===== src/rtl/noc_out_arbiter.sv =====
// Round-robin arbiter sharing one mesh output link between N requesters,
// with a single registered output stage (1-cycle latency, full throughput).
module noc_out_arbiter #(
  parameter int data_width  = 256,
  parameter int x_size      = 2,
  parameter int y_size      = 2,
  parameter int total_width = x_size + y_size + data_width,
  parameter int N           = 3
) (
  input  logic                     clk,
  input  logic                     rst,
  input  logic [N-1:0]             i_valid,
  input  logic [N*total_width-1:0] i_data,
  output logic [N-1:0]             o_ready,
  output logic                     o_valid,
  output logic [total_width-1:0]   o_data,
  input  logic                     i_ready,
  output logic [N-1:0]             o_grant,
  output logic [15:0]              o_flit_count
);

  localparam int PW = (N > 1) ? $clog2(N) : 1;

  // Handshake: a transfer happens on any edge where valid and ready are both
  // high; a sender keeps valid/data stable until it sees its ready high.

  logic [PW-1:0]          ptr;
  logic [PW-1:0]          win;
  logic                   found;
  logic                   load;
  logic [total_width-1:0] win_data;
  logic [PW-1:0]          ptr_next;

  assign load = ~o_valid | i_ready;

  // Cyclic search starting at ptr; first asserted requester wins.
  always_comb begin
    int cand;
    cand  = 0;
    found = 1'b0;
    win   = '0;
    for (int i = 0; i < N; i++) begin
      cand = int'(ptr) + i;
      if (cand >= N) cand = cand - N;
      if (!found && i_valid[cand]) begin
        found = 1'b1;
        win   = PW'(cand);
      end
    end
  end

  assign win_data = i_data[int'(win)*total_width +: total_width];
  assign ptr_next = (win == PW'(N-1)) ? '0 : win + PW'(1);

  always_comb begin
    o_ready = '0;
    if (!rst && load && found) o_ready[win] = 1'b1;
  end

  always_ff @(posedge clk) begin
    if (rst) begin
      o_valid      <= 1'b0;
      o_data       <= '0;
      o_grant      <= '0;
      ptr          <= '0;
      o_flit_count <= '0;
    end else begin
      if (o_valid && i_ready) o_flit_count <= o_flit_count + 16'd1;
      if (load) begin
        if (found) begin
          o_valid      <= 1'b1;
          o_data       <= win_data;
          o_grant      <= '0;
          o_grant[win] <= 1'b1;
          ptr          <= ptr_next;
        end else begin
          // Idle: drop valid, keep last data so o_data never glitches.
          o_valid <= 1'b0;
          o_grant <= '0;
        end
      end
    end
  end

endmodule


===== config.mk =====
export PLATFORM = sky130hd
export DESIGN_NAME = noc_out_arbiter
export DESIGN_NICKNAME = d
export VERILOG_FILES = /design/src/rtl/noc_out_arbiter.sv
export SDC_FILE = /design/constraint.sdc
export NUM_CORES = 1
export LEC_CHECK = 0
export CORE_AREA = 2 2 422 424
export CTS_BUF_LIST = sky130_fd_sc_hd__clkbuf_8
export DETAILED_ROUTE_END_ITERATION = 8
export DIE_AREA = 0 0 424 426
export PLACE_DENSITY_LB_ADDON = 0.12
export SETUP_SLACK_MARGIN = 0.3
export SYNTH_ARGS = -nofsm -noshare
export SYNTH_HDL_FRONTEND = slang
export SYNTH_SLANG_ARGS = --single-unit
export TNS_END_PERCENT = 100

===== constraint.sdc =====
create_clock -name clk -period 3.2 [get_ports clk]
set_input_delay 0.48 -clock clk [delete_from_list [all_inputs] [get_ports clk]]
set_output_delay 0.48 -clock clk [all_outputs]
set_load 0.01 [all_outputs]

==> results_dict.tcl <==
set metrics [dict create \
    tritoncts "yes" \
    syn2layout_area_growth_pct 95.8 \
    cts.sinks 282 \
    ys_types 51 \
    ys_ff_latch 282 \
    crit_top_cell "buf_6" \
    cts.reportedPaths.clkPinSlew_ns 0.06 \
    power_w 0.0238 \
    path_cells "inv_4 > ha_4 > mux2_4 > a221oi_4 > buf_6 > and4b_2 > o211a_1 > buf_6" \
    setup_violations 0 \
    synth-adder-area-share 0.00383 \
    grt_max_degree 90 \
    die_area_mm2 0.181 \
    status "complete, no violations" \
    power.density_mw_per_mm2 744 \
    critical_path_arrival_ns 2.65 \
    r2r.worst_path.cells 10 \
    rsz0062_at_grt "true" \
    peakVddDrop_uv 249 \
    netlist_area_mm2 0.0163 \
    yosysWarnings 0 \
    p_sw_w 0.0103 \
    rr_endpoint "o_data[217]$_SDFFE_PP0P_" \
    cts_hold_buf 0 \
    ios 1069 \
    slew_headroom 0.584 \
    die_w_um 424 \
    track_usage 0.136 \
    finalWeightedCongestion 0.812 \
    clock_path_buffers 3 \
    routed_via_density 3.59 \
    critPathKind "register to primary output" \
    synth_common_cells "dfxtp_1 (282), o21ai_0 (266), and2_1 (261)" \
    seq_area_mm2 0.00565 \
    syn_nets 2434 \
    fp.coreArea_mm2 0.176 \
    synthMuxAreaShare 0.00222 \
    dp.cells 4991 \
    grt_pass1_vias 19700 \
    dp_slack_ns -0.185 \
    fill_cells 19700 \
    clk_latency_ns 0.76 \
    synth_compound_area_frac 0.452 \
    grt_pass1_wl_um 173000 \
    p_sw_frac 0.434 \
    postRouteAntennaNets 0 \
    drc_errors 0 \
    num_rows 154 \
    cts-root-buf "clkbuf_8" \
    end_kind "primary output" \
    cts_htree_levels 3 \
    hold_viol 0 \
    cts_buffers 75 \
    vias 18400 \
    overflow 0 \
    yosys.area.top_type "dfxtp_1" \
    synth_top_family_by_area "compound AO/OA/AOI/OAI gates" \
    slowest_stage "dfxtp_4" \
    crit_end "o_ready[0]" \
    clkPwrFrac 0.204 \
    synth_area_leaders "dfxtp_1 (35%), a221oi_2 (18%), o2bb2ai_1 (14%)" \
    netlist.area_leader.share 0.346 \
    synth_cells 1643 \
    postRouteWirelength_um 129000 \
    stdcell_count 5134 \
    post-route-period-util 0.978 \
    yosysMostFrequentCell "dfxtp_1" \
    seqPwrFrac 0.225 \
    period_needed_ns 3.13 \
    fmax_ghz 0.319 \
    layout-drive-gt1-share 0.171 \
    startpoint "ptr[1]$_SDFFE_PP0P_" \
    tightest_slew_ns 0.625 \
    cp-start-kind "register" \
    p_leak_nw 10.4 \
    dr.pass1.iters 5 \
    nets 3524 \
    antenna_found_initial 12 \
    dpl.hpwl_um 101000 \
    chipHeight_um 426 \
    internal-power_w 0.0135 \
    r2r_start "ptr[0]$_SDFFE_PP0P_" \
    yosys.area_share.simple 0.119 \
    p_comb_frac 0.571 \
    multiInputGateArea_mm2 0.00962 \
    avgSynthCellArea_um2 9.93 \
    cpPeakStageDelay_ns 0.37 \
    ys.flop_type "dfxtp_1" \
    place.port_buffers 1068 \
    cp_max_fo 4 \
    cap_violations 0 \
    dr.first_iter.drc_count 833 \
    rrSetupSlack_ns 0.41 \
    fin_util 0.182 \
    cp.required_ns 2.72 \
    final_max_slew_viol_count 0 \
    synth_edf_count 0 \
    hold_path_class "primary input to register" \
    finClkSkew_ns 0.0252 \
    start_util 0.0928 \
    fin_ws_ns 0.0701 \
    yosysSeqAreaShare 0.346 \
    synth_xor_area_frac 0.00591 \
    wire_per_inst_um 25.1 \
    synthArstFlopShare 0 \
]
## flip-flops by register name, summed over array words and instances, names as in the netlist
| signal | flops |
|---|---|
| o_flit_count | 16 |
| o_valid | 1 |
| o_grant | 3 |
| ptr | 2 |
| o_data | 260 |
## per-layer routing
layer / vias to the layer above / global-route usage / routed length, µm
met4: 2 / 0.0314 / 2600
met5: - / 0 / 13
li1: 8715 / - / -
met2: 594 / 0.244 / 66300
met1: 8997 / 0.159 / 51900
met3: 124 / 0.0391 / 7840
## how the worst min path moves through the flow
stage	end	slack (ns)	startpoint	depth (start not counted)
floorplan	ptr[1]$_SDFFE_PP0P_	0.48	ptr[1]$_SDFFE_PP0P_	1
global placement	o_grant[1]$_SDFFE_PP0N_	0.44	o_grant[1]$_SDFFE_PP0N_	1
detailed placement	o_grant[1]$_SDFFE_PP0N_	0.44	o_grant[1]$_SDFFE_PP0N_	1
CTS	o_data[27]$_SDFFE_PP0P_	0.23	i_data[547]	3
global route	o_data[251]$_SDFFE_PP0P_	0.28	i_data[771]	3
finish	o_data[27]$_SDFFE_PP0P_	0.38	i_data[547]	3
## cell usage in the layout (no fill, tap or decap), types with 7 or more instances in the layout
master,instances
inv_1,35
clkdlybuf4s50_1,1065
o2bb2ai_1,260
xnor2_1,7
buf_4,112
a221oi_1,57
clkbuf_8,90
and2_1,261
o21ai_0,266
nor2_1,16
buf_12,35
diode_2,12
dfxtp_1,280
a221oi_2,203
## area by class of cell
class | count | share of cell area
Clock inverter | 36 | 0.00580
Multi-Input combinational cell | 1149 | 0.301
Tap cell | 2340 | 0.0917
Inverter | 9 | 0.00114
Sequential cell | 282 | 0.177
Timing Repair Buffer | 1216 | 0.383
Clock buffer | 90 | 0.0388
Antenna cell | 12 | 0.000940
## per-stage QoR
stage               hold slack (ns)  cell area, µm²  setup TNS [ns]
floorplan                     0.480           16300               0
global placement              0.441           30400          -0.537
detailed placement            0.443           30400          -0.423
CTS                           0.233           31900          -0.254
global route                  0.276           31900          -0.341
finish                        0.377           31900               0
## critical path: cells and delay by family, from the launching register on
family                   cells  cell delay [ns]
adder cells (fa/ha/maj)      1             0.16
AO/OA/AOI/OAI                2             0.49
multiplexers                 1             0.31
flip-flops                   1             0.37
AND/OR/NAND/NOR              1             0.26
buffers and inverters        3             0.31
## kinds of logic (layout without fill, tap and decap cells)
logic type / after synthesis / in the layout
buffers and inverters: 212 / 1351
other: 0 / 12
DFF: 282 / 282
xor gates and xnor gates: 11 / 11
and+or+nand+nor: 318 / 318
adders and majority gates: 5 / 5
AOI/OAI and AO/OA: 812 / 812
muxes: 3 / 3
## power by group through the flow
stage / combinational [W] / clock (W) / sequential, W
after floorplan: 0.00618 / 0 / 0.00570
after global placement: 0.0139 / 0 / 0.00542
after detailed placement: 0.0138 / 0 / 0.00538
after CTS: 0.0139 / 0.00520 / 0.00534
after global routing: 0.0146 / 0.00529 / 0.00547
final: 0.0136 / 0.00484 / 0.00535
## timing repair
| item | in CTS | in global routing |
|---|---|---|
| hold endpoints to repair | 0 | 0 |
| resized for setup | 32 | 7 |
| pin swaps | 5 | 4 |
| setup buffers | 4 | 1 |
| endpoints found under the setup margin | 11 | 19 |
No activity file was read; power rests on OpenSTA's default activity.
